### src/rtl/sc_serialtx.sv
// sc_serialtx -- asynchronous serial transmitter for the output register value.
//
// Sends DATAWIDTH bits as a frame of 1 start bit (0), the data bits LSB first
// and 1 stop bit (1). Every bit lasts CLKS_PER_BIT clocks. A frame is started
// by an active-low send request that must first have been seen high (arming),
// so a send held low produces exactly one frame.
//
// Ports:
//   SC_SERIALTX_CLOCK_50      in   system clock, rising edge
//   SC_SERIALTX_RESET_InHigh  in   synchronous active-high reset
//   SC_SERIALTX_data_InBUS    in   value to transmit, captured at frame start
//   SC_SERIALTX_send_InLow    in   active-low send request
//   SC_SERIALTX_tx_Out        out  serial line, idle high, driven from a flop
//   SC_SERIALTX_busy_Out      out  high while a frame is on the line
//   SC_SERIALTX_done_Out      out  one-cycle pulse after the last stop-bit cycle
module sc_serialtx #(
  parameter int DATAWIDTH    = 8,
  parameter int CLKS_PER_BIT = 16
) (
  input  logic                 SC_SERIALTX_CLOCK_50,
  input  logic                 SC_SERIALTX_RESET_InHigh,
  input  logic [DATAWIDTH-1:0] SC_SERIALTX_data_InBUS,
  input  logic                 SC_SERIALTX_send_InLow,
  output logic                 SC_SERIALTX_tx_Out,
  output logic                 SC_SERIALTX_busy_Out,
  output logic                 SC_SERIALTX_done_Out
);

  localparam int TIMERW = $clog2(CLKS_PER_BIT);
  localparam int IDXW   = (DATAWIDTH > 1) ? $clog2(DATAWIDTH) : 1;

  localparam logic [TIMERW-1:0] TIMER_ZERO = TIMERW'(0);
  localparam logic [TIMERW-1:0] TIMER_ONE  = TIMERW'(1);
  localparam logic [TIMERW-1:0] TIMER_LAST = TIMERW'(CLKS_PER_BIT - 1);
  localparam logic [IDXW-1:0]   INDEX_ZERO = IDXW'(0);
  localparam logic [IDXW-1:0]   INDEX_ONE  = IDXW'(1);
  localparam logic [IDXW-1:0]   INDEX_LAST = IDXW'(DATAWIDTH - 1);

  localparam logic [1:0] ST_IDLE  = 2'd0;
  localparam logic [1:0] ST_START = 2'd1;
  localparam logic [1:0] ST_DATA  = 2'd2;
  localparam logic [1:0] ST_STOP  = 2'd3;

  logic [1:0]           state_r,   stateNext_s;
  logic [TIMERW-1:0]    timer_r,   timerNext_s;
  logic [IDXW-1:0]      bitIndex_r, bitIndexNext_s;
  logic [DATAWIDTH-1:0] shift_r,   shiftNext_s;
  logic                 armed_r,   armedNext_s;
  logic                 tx_r,      txNext_s;
  logic                 busy_r,    busyNext_s;
  logic                 done_r,    doneNext_s;

  logic                 bitEnd_s;
  logic                 frameStart_s;
  logic [DATAWIDTH-1:0] shifted_s;

  assign bitEnd_s     = (timer_r == TIMER_LAST);
  assign frameStart_s = (state_r == ST_IDLE) && !SC_SERIALTX_send_InLow && armed_r;
  assign shifted_s    = shift_r >> 1;

  // Next-state and next-output computation for the frame sequencer.
  always_comb begin
    stateNext_s    = state_r;
    timerNext_s    = timer_r;
    bitIndexNext_s = bitIndex_r;
    shiftNext_s    = shift_r;
    txNext_s       = tx_r;
    busyNext_s     = busy_r;
    doneNext_s     = 1'b0;

    case (state_r)
      ST_IDLE: begin
        if (frameStart_s) begin
          shiftNext_s = SC_SERIALTX_data_InBUS;
          stateNext_s = ST_START;
          busyNext_s  = 1'b1;
          txNext_s    = 1'b0;
          timerNext_s = TIMER_ZERO;
        end else begin
          txNext_s   = 1'b1;
          busyNext_s = 1'b0;
        end
      end
      ST_START: begin
        if (bitEnd_s) begin
          stateNext_s    = ST_DATA;
          timerNext_s    = TIMER_ZERO;
          bitIndexNext_s = INDEX_ZERO;
          txNext_s       = shift_r[0];
        end else begin
          timerNext_s = timer_r + TIMER_ONE;
        end
      end
      ST_DATA: begin
        if (bitEnd_s) begin
          timerNext_s = TIMER_ZERO;
          shiftNext_s = shifted_s;
          if (bitIndex_r == INDEX_LAST) begin
            stateNext_s    = ST_STOP;
            bitIndexNext_s = INDEX_ZERO;
            txNext_s       = 1'b1;
          end else begin
            bitIndexNext_s = bitIndex_r + INDEX_ONE;
            // Next bit is the new LSB after the shift.
            txNext_s       = shifted_s[0];
          end
        end else begin
          timerNext_s = timer_r + TIMER_ONE;
        end
      end
      ST_STOP: begin
        if (bitEnd_s) begin
          stateNext_s = ST_IDLE;
          timerNext_s = TIMER_ZERO;
          busyNext_s  = 1'b0;
          doneNext_s  = 1'b1;
          txNext_s    = 1'b1;
        end else begin
          timerNext_s = timer_r + TIMER_ONE;
        end
      end
      default: begin
        stateNext_s = ST_IDLE;
        timerNext_s = TIMER_ZERO;
        txNext_s    = 1'b1;
        busyNext_s  = 1'b0;
      end
    endcase
  end

  // Arming: any high sample of send re-arms; starting a frame consumes the arm.
  always_comb begin
    armedNext_s = armed_r;
    if (SC_SERIALTX_send_InLow) begin
      armedNext_s = 1'b1;
    end else if (frameStart_s) begin
      armedNext_s = 1'b0;
    end else begin
      armedNext_s = armed_r;
    end
  end

  // State registers with synchronous reset; reset abandons any frame silently.
  always_ff @(posedge SC_SERIALTX_CLOCK_50) begin
    if (SC_SERIALTX_RESET_InHigh) begin
      state_r    <= ST_IDLE;
      timer_r    <= TIMER_ZERO;
      bitIndex_r <= INDEX_ZERO;
      shift_r    <= {DATAWIDTH{1'b0}};
      armed_r    <= 1'b0;
      tx_r       <= 1'b1;
      busy_r     <= 1'b0;
      done_r     <= 1'b0;
    end else begin
      state_r    <= stateNext_s;
      timer_r    <= timerNext_s;
      bitIndex_r <= bitIndexNext_s;
      shift_r    <= shiftNext_s;
      armed_r    <= armedNext_s;
      tx_r       <= txNext_s;
      busy_r     <= busyNext_s;
      done_r     <= doneNext_s;
    end
  end

  assign SC_SERIALTX_tx_Out   = tx_r;
  assign SC_SERIALTX_busy_Out = busy_r;
  assign SC_SERIALTX_done_Out = done_r;

endmodule

### config.mk
export PLATFORM = sky130hd
export DESIGN_NAME = sc_serialtx
export DESIGN_NICKNAME = d
export VERILOG_FILES = /design/src/rtl/sc_serialtx.sv
export SDC_FILE = /design/constraint.sdc
export NUM_CORES = 1
export LEC_CHECK = 0
export CAP_MARGIN = 20
export CORE_AREA = 5 5 65 67
export CTS_CLUSTER_SIZE = 40
export DETAILED_ROUTE_END_ITERATION = 8
export DIE_AREA = 0 0 70 72
export PLACE_DENSITY = 0.49
export SLEW_MARGIN = 25
export SYNTH_ARGS = -nofsm -noshare
export SYNTH_HDL_FRONTEND = slang
export SYNTH_SLANG_ARGS = --single-unit
### constraint.sdc
create_clock -name SC_SERIALTX_CLOCK_50 -period 3.2 [get_ports SC_SERIALTX_CLOCK_50]
set_clock_uncertainty 0.1 [all_clocks]
set_input_delay 0.32 -clock SC_SERIALTX_CLOCK_50 [delete_from_list [all_inputs] [get_ports SC_SERIALTX_CLOCK_50]]
set_output_delay 0.32 -clock SC_SERIALTX_CLOCK_50 [all_outputs]
set_load 0.02 [all_outputs]
# Word-level counts from Yosys, hierarchy flattened
# Cells that the tools add are included.
# totals
in_bits	11
ff_bits	21
wordCells	64
# classes
mux	28
add_sub_neg	2
n_eq_ne	10
reduce_logical	15
n_bitwise	1
# op_table
operator	n
two-way mux 8 bit	2
case mux 8 bit (2 select lines)	1
two-way mux 1 bit	10
two-way mux 2 bit	5
inequality test 2 bit (second input constant)	5
two-way mux 3 bit	3
AND reduction 3 bit	3
two-way mux 4 bit	2
case mux 2 bit (4 select lines)	1
case mux 4 bit (2 select lines)	1
nonzero test 2 bit	4
case mux 3 bit (2 select lines)	1
AND reduction 5 bit	1
adder 4 x 1 -> 4 bit (second input constant)	1
equality test 2 bit (second input constant)	2
equality test 4 bit (second input constant)	1
case mux 1 bit (4 select lines)	1
adder 3 x 1 -> 3 bit (second input constant)	1
equality test 3 bit (second input constant)	1
OR reduction 3 bit	1
equality test 2 x 1 -> 1 bit (second input constant)	1
logical AND 1 bit	2
zero test 2 bit	1
case mux 1 bit (2 select lines)	1
4 further kinds	4

# Longest topological paths before layout
# logic_depth
depth_word	5
ltp_mapped	8

# Worst setup path before layout
# No wires, ideal clock.
# synth_path
kind	register to register
start	register state_r[0]
end	register state_r[1]
stages_incl_launch_ff	8
path_buffers	1
setup_slack_ns	1.195
synth_period_minus_slack_ns	2.005
setup_time_ns	0.128
arrival_ns	1.778
path_cell_list	dfxtp_1 > inv_1 > ha_1 > buf_6 > or3_1 > a222oi_1 > mux2i_1 > nor2_1
# synth_via
elab_chain_cells	5
# synth_lines
element	line_no	text
start: declaration	44	logic [1:0] state_r, stateNext_s;
start signal: assignment	155	state_r <= stateNext_s;
zero test 2 bit	58, 71	
logical AND 1 bit (2 in a row)	58	assign frameStart_s = (state_r == ST_IDLE) && !SC_SERIALTX_send_InLow && armed_r;
inequality test 2 bit (no line)	n/a	
AND reduction 5 bit (no line)	n/a	
# Parallel ways exist; a longest one is shown, timed or not.
# A chain may end at the register's enable or synchronous reset.

# Final worst setup path
# Ends and elaborated chain as after synthesis.

==> results.md <==
* Area of the multi-input gates at roughly 560 sq um
* Post-CTS Setup Bufs at 0
* Compound-Gate Fraction of Synth Area at 16.93%
* Reg-to-reg startpoint: state_r[0]$_SDFFE_PP0P_
* Clock Sink Count at 21
* Status: complete, no violations
* Yosys warns at 0
* Initial core utilization at 28.92%
* Number of nets in the layout at around 150
* Cell Area, Synth at ~0.0010 sq mm
* Area growth from synthesis to layout at 19.47%
* Origin of the worst setup path: state_r[0]$_SDFFE_PP0P_
* Crit-path cells: inv_1 > ha_1 > or3_1 > a222oi_1 > mux2i_1 > nor2_1
* Hold path startpoint: bitIndex_r[1]$_SDFFE_PP0P_
* Reg clk slew, reported paths at 0.12 ns
* I/O pin count at 14
* Final worst path period share at 72.43%
* Clk_lat worst skew at 0.32 ns
* Drt wl/cell at 12.19 um
* Synth area leaders: dfxtp_1 (41%), ha_1 (9.7%), mux2i_1 (8.7%)
* Max Buffers Root-to-Sink at 2
* Worst setup EP type: flip-flop
* Mux contribution to synthesized area at approximately 8.7%
* Largest net degree at the start of global routing at 23
* Post-synthesis xor/xnor area fraction at 0%
* Seq/Total Area, Yosys at 40.63%
* Leak at between 0.4 and 0.5 nW
* Max_cap viols at 0
* Final antenna-violating net count at 0
* Register Area at about 420 sq um
* Synth top area share at around two fifths
* R2R Path End: state_r[1]$_SDFFE_PP0P_
* First-pass GRT wire length at 3.657 mm
* RSZ-0062 raised after global routing: no
* Most frequent cell after synthesis: dfxtp_1
* Fraction of layout cells with a size suffix above 1 at under 10%
* EDFF count, synth at 0
* Synth async-reset ratio at 0%
* Hold_buf cts at 0
* Seq cells post-synth at 21
* Crit Path Max Fanout at 18
* Reg-to-reg slack, setup at 0.88 ns
* HP Class: flip-flop to flip-flop
* CTS tree: yes
* Core area at 0.003578 sq mm
* Root Buffer: clkbuf_4
* DP Wirelength at 1.569 mm
* Util after Layout at 34.55%
* Crit path DAT at approximately 2.4 ns
* Worst-margin pin slew at just over 0.7 ns
* Req. time, crit path at ~3.3 ns
* Fillers at roughly 390
* Top cells by count, synth: dfxtp_1 (21), nor2_1 (16), a21oi_1 (9), mux2i_1 (9)
* Yosys cell types at 28
* Drt total wl at 2.157 mm
* Pre-CTS setup slack at roughly 0.9 ns
* DIE WIDTH at around 70 um
* Area leader, netlist: dfxtp_1
* CP max stage delay at 0.47 ns
* H-tree levels at 1
* Final Slew Violations at 0
* DR pass1 iterations at 4
* Hold Path Sink: bitIndex_r[1]$_SDFFE_PP0P_
* GR Overflow Total at 0
* Row cnt at 22
* Simple-gate area share of the yosys netlist at about 19%
* Adder-cell share of the synthesized area at 9.674%
* Peak VDD IR at 0.2344 mV
* Syn Nets at 135
* Cells after Synth at roughly 120
* Diodes inserted at 0
* Final setup fails at 0
* Crit-path slowest cell: or3_1
* Worst slew margin at between 50 and 60%
* Hold depth at 2
* Fmax at ~430 MHz
* Critical path launch point type: flip-flop
* Critical path class: flip-flop to flip-flop
* Post-CTS resize count at 0
* Largest family of logic cells by synthesized area: simple AND/OR/NAND/NOR gates
* All-Layer GR Usage at 9.099%
* R2R cell count at 6
* Post-route DRC at 0
* Hold Vio Cnt, Final at 0
* Final Total Pwr at between 0.0008 and 0.0009 W
* Vias per Instance at slightly below 5
* Final hold slack at 0.3613 ns
* Syn avg cell area at 8.920 sq um
* GPL Wtd Cong at 0.7370
* Setup TNS at 0 ns
* Setup ws final at 0.8823 ns
* Top FF cell, synth: dfxtp_1
* Cell Pwr Density at 719.1 mW/mm^2
* PortBufs at 13
* CTS buffer count at 3
* Antenna violations before repair at 0
* Vias in the first global route at 829
* Drt first-iter violations at 56
* Die area at 0.005040 sq mm
* Die height at between 70 and 80 um
* Tmin final at 2.318 ns
* Vias at 868
state kept, by name, indices dropped and copies added, names as in the netlist:
register and flops:
shift_r 8, timer_r 4, bitIndex_r 3, state_r 2
SC_SERIALTX_busy_Out 1, SC_SERIALTX_done_Out 1, SC_SERIALTX_tx_Out 1, armed_r 1
through the flow:
step / std cells / instance area, sq um
floorplan: 116 / 1035
global placement: 173 / 1209
detailed placement: 173 / 1209
CTS: 177 / 1236
global route: 177 / 1236
finish: 177 / 1236
power breakdown:
| group | total, W | switching, W | internal (W) |
|---|---|---|---|
| Clock | 0.000132 | 0.0000852 | 0.0000468 |
| Combinational | 0.000388 | 0.000219 | 0.000168 |
| Sequential | 0.000369 | 0.0000415 | 0.000328 |
| Total | 0.000889 | 0.000346 | 0.000543 |
cells in the final DEF, fill, tap and decap left out, drive strengths merged:
cell	netlist	final
nor2	16	16
nand3	3	3
a211oi	8	8
a22oi	1	1
clkdlybuf4s50	0	13
inv	5	5
nor3	4	4
nor4b	1	1
nor4	1	1
a32o	1	1
nand4	3	3
nand3b	1	1
nor2b	1	1
clkbuf	4	3
a21oi	9	9
and2	1	1
ha	8	8
clkinv	0	1
o21ai	5	5
a32oi	2	2
and3	1	1
dfxtp	21	21
a222oi	1	1
nand2b	3	3
or3	1	1
or4	1	1
buf	2	2
mux2i	9	9
nand2	3	3
logic make-up after synthesis:
group / after synthesis
adder cells (fa/ha/maj): 8
multiplexers: 9
flip-flops: 21
AO/OA/AOI/OAI: 27
buffers and inverters: 11
AND/OR/NAND/NOR: 40
worst max-delay path by stage:
stage | end | slack (ns)
2_1_floorplan | state_r[1]$_SDFFE_PP0P_ | 1.19
3_3_place_gp | state_r[1]$_SDFFE_PP0P_ | 0.92
3_5_place_dp | state_r[1]$_SDFFE_PP0P_ | 0.88
4_1_cts | state_r[1]$_SDFFE_PP0P_ | 0.86
5_1_grt | state_r[1]$_SDFFE_PP0P_ | 0.67
6_report | state_r[1]$_SDFFE_PP0P_ | 0.88
routing by layer:
metal	part of all wire, %	global-route usage [%]	wire [um]
met5	0	0	0
met3	1.8	0.9695	39
met2	47	14.59	1007
met1	48	11.48	1043
met4	3.0	6.383	65
cell type report:
| class | count | share of cell area, % |
|---|---|---|
| clock inverter | 1 | 0.4049 |
| multi-input combinational | 84 | 45.65 |
| tap | 48 | 4.858 |
| inverter | 5 | 1.518 |
| timing repair buffer | 15 | 11.74 |
| clock buffer | 3 | 1.822 |
| sequential | 21 | 34.01 |
worst max-delay path, delay by kind of cell (launching register included):
family	cells	cell delay, ns
compound gates	1	0.42
fa+ha+maj	1	0.45
buf+inv	1	0.09
flops	1	0.39
mux	1	0.23
simple gates	2	0.52
No activity file was read; power rests on OpenSTA's default activity.
